<file path="src/rtl/cache_fill_pkg.sv">
// Purpose: shared types and constants for the data-cache miss/fill state machine.
// Latency: n/a (declarations only).
// Backpressure: n/a.
package cache_fill_pkg;

  localparam int WORDS_PER_BLOCK   = 8;
  localparam int BLOCK_OFFSET_BITS = 4;  // byte offset within a 16-byte block
  localparam int WORD_IDX_BITS     = 3;  // word index within a block

  typedef enum logic [1:0] {
    IDLE = 2'd0,
    FILL = 2'd1,
    META = 2'd2
  } fill_state_e;

endpackage

</file>
<file path="src/rtl/cache_fill_fsm_word_counter.sv">
// Purpose: small wrapping word counter with synchronous clear, enable and terminal-count flag.
// Latency: count updates on the clock edge after clr/en; tc is combinational from the count.
// Backpressure: none; counts only when en is high.
//
// Ports: clk, rst_n (async active-low), clr (clear to 0, wins over en), en (increment),
//        cnt (current count), tc (count is all ones, i.e. next increment wraps).
module fill_word_counter #(
  parameter int W = 3
) (
  input  logic         clk,
  input  logic         rst_n,
  input  logic         clr,
  input  logic         en,
  output logic [W-1:0] cnt,
  output logic         tc
);

  logic [W-1:0] cnt_q;
  logic [W-1:0] cnt_d;

  always_comb begin
    cnt_d = cnt_q;
    if (clr) begin
      cnt_d = '0;
    end else if (en) begin
      cnt_d = cnt_q + W'(1);
    end
  end

  always_ff @(posedge clk or negedge rst_n) begin
    if (!rst_n) begin
      cnt_q <= '0;
    end else begin
      cnt_q <= cnt_d;
    end
  end

  assign cnt = cnt_q;
  assign tc  = &cnt_q;

endmodule

</file>
<file path="src/rtl/cache_fill_fsm.sv">
// Purpose: miss handler for the 2-way data cache; fetches a 16-byte block as 8 words, writes them, then updates metadata.
// Latency: requests in the 8 cycles after the miss; tag write one cycle after the 8th returned word; idle the cycle after.
// Backpressure: fsm_busy stalls the pipeline for the whole fill; returns are counted, so memory may insert any gaps.
//
// Ports: clk, rst_n (async active-low); miss_detected/miss_address from the cache;
//        mem_en/mem_addr requests and memory_data_valid/memory_data returns to/from memory;
//        write_data_array/write_tag_array/cache_addr/cache_data to the cache arrays; fsm_busy stall.
// Optional: define CACHE_FILL_STATS_EN to add miss_count (saturating count of accepted misses).
module cache_fill_fsm
  import cache_fill_pkg::*;
#(
  parameter int ADDR_W = 16,
  parameter int DATA_W = 16,
  parameter int WORDS  = WORDS_PER_BLOCK
) (
  input  logic              clk,
  input  logic              rst_n,
  input  logic              miss_detected,
  input  logic [ADDR_W-1:0] miss_address,
  output logic              fsm_busy,
  output logic              mem_en,
  output logic [ADDR_W-1:0] mem_addr,
  input  logic              memory_data_valid,
  input  logic [DATA_W-1:0] memory_data,
  output logic              write_data_array,
  output logic              write_tag_array,
  output logic [ADDR_W-1:0] cache_addr,
  output logic [DATA_W-1:0] cache_data
`ifdef CACHE_FILL_STATS_EN
  ,
  output logic [15:0]       miss_count
`endif
);

  localparam int IDX_BITS = $clog2(WORDS);
  localparam int OFF_BITS = IDX_BITS + 1;  // 16-bit words: word index sits above byte bit 0

  fill_state_e       state_q, state_d;
  logic [ADDR_W-1:0] base_q, base_d;
  logic              req_done_q, req_done_d;

  logic                cnt_clr;
  logic                req_en;
  logic                ret_en;
  logic [IDX_BITS-1:0] req_cnt;
  logic [IDX_BITS-1:0] ret_cnt;
  logic                req_tc;
  logic                ret_tc;

  // Byte offset of the missing access is irrelevant: the whole block is fetched.
  logic unused_offset;
  assign unused_offset = ^miss_address[OFF_BITS-1:0];

  fill_word_counter #(.W(IDX_BITS)) u_req_cnt (
    .clk   (clk),
    .rst_n (rst_n),
    .clr   (cnt_clr),
    .en    (req_en),
    .cnt   (req_cnt),
    .tc    (req_tc)
  );

  fill_word_counter #(.W(IDX_BITS)) u_ret_cnt (
    .clk   (clk),
    .rst_n (rst_n),
    .clr   (cnt_clr),
    .en    (ret_en),
    .cnt   (ret_cnt),
    .tc    (ret_tc)
  );

  always_comb begin
    state_d          = state_q;
    base_d           = base_q;
    req_done_d       = req_done_q;
    cnt_clr          = 1'b0;
    req_en           = 1'b0;
    ret_en           = 1'b0;
    fsm_busy         = 1'b0;
    mem_en           = 1'b0;
    mem_addr         = '0;
    write_data_array = 1'b0;
    write_tag_array  = 1'b0;
    cache_addr       = '0;

    case (state_q)
      IDLE: begin
        // Stall must begin in the miss cycle itself, before the state register moves.
        fsm_busy = miss_detected;
        if (miss_detected) begin
          base_d     = {miss_address[ADDR_W-1:OFF_BITS], {OFF_BITS{1'b0}}};
          cnt_clr    = 1'b1;
          req_done_d = 1'b0;
          state_d    = FILL;
        end
      end

      FILL: begin
        fsm_busy = 1'b1;
        // Requests stop after eight; the done flag keeps the wrapped counter parked at 0.
        if (!req_done_q) begin
          mem_en   = 1'b1;
          mem_addr = base_q | {{(ADDR_W-OFF_BITS){1'b0}}, req_cnt, 1'b0};
          req_en   = 1'b1;
          if (req_tc) begin
            req_done_d = 1'b1;
          end
        end
        // Returns arrive in request order, so the return count is the word index.
        if (memory_data_valid) begin
          write_data_array = 1'b1;
          cache_addr       = base_q | {{(ADDR_W-OFF_BITS){1'b0}}, ret_cnt, 1'b0};
          ret_en           = 1'b1;
          if (ret_tc) begin
            state_d = META;
          end
        end
      end

      META: begin
        fsm_busy        = 1'b1;
        write_tag_array = 1'b1;
        cache_addr      = base_q;
        state_d         = IDLE;
      end

      default: begin
        state_d = IDLE;
      end
    endcase
  end

  assign cache_data = memory_data;

  always_ff @(posedge clk or negedge rst_n) begin
    if (!rst_n) begin
      state_q    <= IDLE;
      base_q     <= '0;
      req_done_q <= 1'b0;
    end else begin
      state_q    <= state_d;
      base_q     <= base_d;
      req_done_q <= req_done_d;
    end
  end

`ifdef CACHE_FILL_STATS_EN
  logic [15:0] miss_count_q, miss_count_d;

  always_comb begin
    miss_count_d = miss_count_q;
    if ((state_q == IDLE) && miss_detected && (miss_count_q != 16'hFFFF)) begin
      miss_count_d = miss_count_q + 16'd1;
    end
  end

  always_ff @(posedge clk or negedge rst_n) begin
    if (!rst_n) begin
      miss_count_q <= '0;
    end else begin
      miss_count_q <= miss_count_d;
    end
  end

  assign miss_count = miss_count_q;
`endif

endmodule

</file>
<file path="config.mk">
export PLATFORM = sky130hd
export DESIGN_NAME = cache_fill_fsm
export DESIGN_NICKNAME = d
export VERILOG_FILES = /design/src/rtl/cache_fill_pkg.sv /design/src/rtl/cache_fill_fsm_word_counter.sv /design/src/rtl/cache_fill_fsm.sv
export SDC_FILE = /design/constraint.sdc
export NUM_CORES = 1
export LEC_CHECK = 0
export CAP_MARGIN = 20
export CORE_MARGIN = 3
export CORE_UTILIZATION = 39
export DETAILED_ROUTE_END_ITERATION = 16
export PLACE_DENSITY = 0.94
export SYNTH_ARGS = -nofsm -noshare
export SYNTH_HDL_FRONTEND = slang
export SYNTH_SLANG_ARGS = --single-unit
</file>
<file path="constraint.sdc">
create_clock -name clk -period 3.8 [get_ports clk]
set_input_delay 0.76 -clock clk [delete_from_list [all_inputs] [get_ports clk]]
set_output_delay 0.76 -clock clk [all_outputs]
set_load 0.05 [all_outputs]
</file>
==> impl_results.md <==
* Outcome: complete, no violations
* Synth Instances at 158
* Internal at 716 uW
* Final layout net count at 236
* Share of layout cells above drive strength 1 at 12.2%
* Area share of fa/ha/maj cells after synthesis at 9.11%
* Crit. End Element: output port
* Setup crit start kind: input port
* Unrepaired setup endpoints after global routing: false
* Pre-CTS setup slack at 506 ps
* Fmax at 303 MHz
* # setup viols final at 0
* Core ar. at 0.00320 mm2
* Grt ovf at 0
* Worst IR drop on VDD at 0.368 mV
* CTS sink cnt at 21
* Worst Max-Slew Pin Slew at 964 ps
* Yosys top cell by area: dfrtp_1
* Commonest non-fill, non-tap cell in the layout: nand2_1
* Postcts setup bufs at 0
* CTS root buf: clkbuf_4
* Yosys reg bits at 21
* # hold bufs at CTS at 0
* Syn Area/Cell at 8.70 um2
* Setup TNS at 0 ps
* Total power at 1520 uW
* Clock power frac at 6.9%
* Switch share at 53.0%
* I/O Buffers at 49
* R2R cell count at 5
* Final worst path period share at 86.8%
* Critical path fanouts, max at 6
* Final setup margin at 503 ps
* Total wire length at 2.80 mm
* Most frequent cells in the layout: nand2_1 (42), clkdlybuf4s50_1 (36), and2_1 (28), dfrtp_1 (21), buf_4 (14)
* DRC at 0
* Max cap viols at 0
* Tot GR Track Use at 13.7%
* Die Y at 65.4 um
* HPWL Detailed at 2.12 mm
* Yosys top cell area share at 38.3%
* Clock buffer depth at 2
* Final hold viol count at 0
* Ports at 88
* Detailed Route Iter0 Violations at 22
* Site Rows at 20
* Simple-gate share of the synthesized area at 30.7%
* Largest family of logic cells by synthesized area: simple AND/OR/NAND/NOR gates
* Clock Latency Late Sink at 290 ps
* Worst EP arrival at 2540 ps
* Initial cell density of the core at 42.9%
* Worst hold path cell count at 2
* Vias at 1,046
* Synth Area in XOR/XNOR at 1.28%
* Comb pwr share at 67.9%
* Unique masters post-synth at 25
* TritonCTS Buffers at 3
* Synth Area in Compound Gates at 3.64%
* Mux contribution to synthesized area at 2.55%
* H-tree depth at 1
* WL/cell at 12.0 um
* Via-per-instance ratio at 4.49
* First-pass GRT wire length at 4.58 mm
* Clock-pin slew on the worst setup and hold paths at 110 ps
* Sequential element share of the synthesized area at 38.3%
* Synth area leaders: dfrtp_1 (38%), and2_1 (13%), nand2_1 (11%)
* WS Path Type: in2out
* Overall die area at 0.00427 mm2
* Synth warn at 0
* Final min period at 3300 ps
* Largest net degree at the start of global routing at 22
* Initial antenna violation count at 0
* Leakage at 0.000862 uW
* Post-cts resize count at 0
* GP Congestion at 0.810
* CTS tree: done
* Skew final at 6.20 ps
* Psw at 808 uW
* Diodes inserted at 0
* Slew Limit Fails at 0
* 1st-pass router iterations at 3
* HP Class: reg2reg
* Vias in the first global route at 982
* Seq pwr share at 25.3%
* Antenna viol nets, final at 0
* Synthesized cell area at 0.00137 mm2
* Area Growth Syn to Fin at 27.0%
* Max-slew headroom at 35.5%
* Power Density at 874 mW/mm2
* Required @ worst endpoint at 3040 ps
* Die X at 65.4 um
-- layout make-up --
type                    count  area [um2]
inverters                   4        15.0
fillers                   305        1460
well taps                  44        55.1
multi-input cells         110         657
flip-flops and latches     21         526
clock buffers               4        26.3
repair buffers             50         465
-- critical path, stage by stage --
cell,delay (ps)
clkdlybuf4s50_1,560
nand2_1,130
clkinv_1,130
and3_1,160
clkdlybuf4s50_1,800
-- synth_stat cells, drive strengths merged --
cell type  number
conb            1
and4            1
a21oi           5
clkinv          1
o211ai          1
buf            24
xnor2           2
and2           28
ha             10
nor2            8
nand2          42
and3            2
nor2b           2
nand2b          2
mux2i           2
mux2            1
dfrtp          21
a31oi           2
inv             3
-- flip-flops by register name (all words and copies together) (netlist names) --
signal,cells
base_q,12
u_ret_cnt.cnt,3
req_done_q,1
u_req_cnt.cnt,3
state_q,2
-- final timing paths --
check                                                     to  slack (ps)                   start
worst max-delay path                           cache_addr[1]         500       memory_data_valid
worst min-delay path                   base_q[5]$_DFFE_PN0P_         490   base_q[5]$_DFFE_PN0P_
worst max register to register  u_req_cnt.cnt[2]$_DFFE_PN0P_        2280  state_q[1]$_DFFE_PN0P_
worst min register to register         base_q[5]$_DFFE_PN0P_         490   base_q[5]$_DFFE_PN0P_
max in group asynchronous              base_q[8]$_DFFE_PN0P_        2220                   rst_n
min in group asynchronous       u_ret_cnt.cnt[0]$_DFFE_PN0P_         990                   rst_n
-- routing by layer --
layer	part of all wire (%)	GRT usage, %	vias to the layer above
met5	0	0	-
met4	0.47	3.11	0
met3	5.9	2.91	2
met2	49	23.9	29
met1	45	17.3	475
li1	-	-	540
-- power groups by stage --
stage	combinational [uW]	clock [uW]	sequential [uW]
4_1_cts	1050	112	386
6_report	1030	104	385
3_5_place_dp	1050	0	392
3_3_place_gp	1030	0	387
2_1_floorplan	833	0	373
5_1_grt	1120	120	406
-- through the flow --
| step | hold slack (ps) | area [um2] | util (%) | cells |
|---|---|---|---|---|
| 2_1_floorplan | 451 | 1380 | - | 159 |
| 3_3_place_gp | 463 | 1720 | 53.6 | 229 |
| 3_5_place_dp | 469 | 1720 | 53.6 | 229 |
| 4_1_cts | 499 | 1740 | 54.5 | 233 |
| 5_1_grt | 533 | 1740 | 54.5 | 233 |
| 6_report | 494 | 1740 | 54.5 | 233 |
-- cell families (layout without fill, tap and decap cells) --
family | count (synthesis) | in the layout
simple gates | 85 | 85
buf+inv | 28 | 58
flops | 21 | 21
fa+ha+maj | 10 | 10
compound gates | 8 | 8
mux | 3 | 3
xor+xnor | 2 | 2
other cells | 1 | 2
Note: power is estimated with default switching activity, not from simulation.
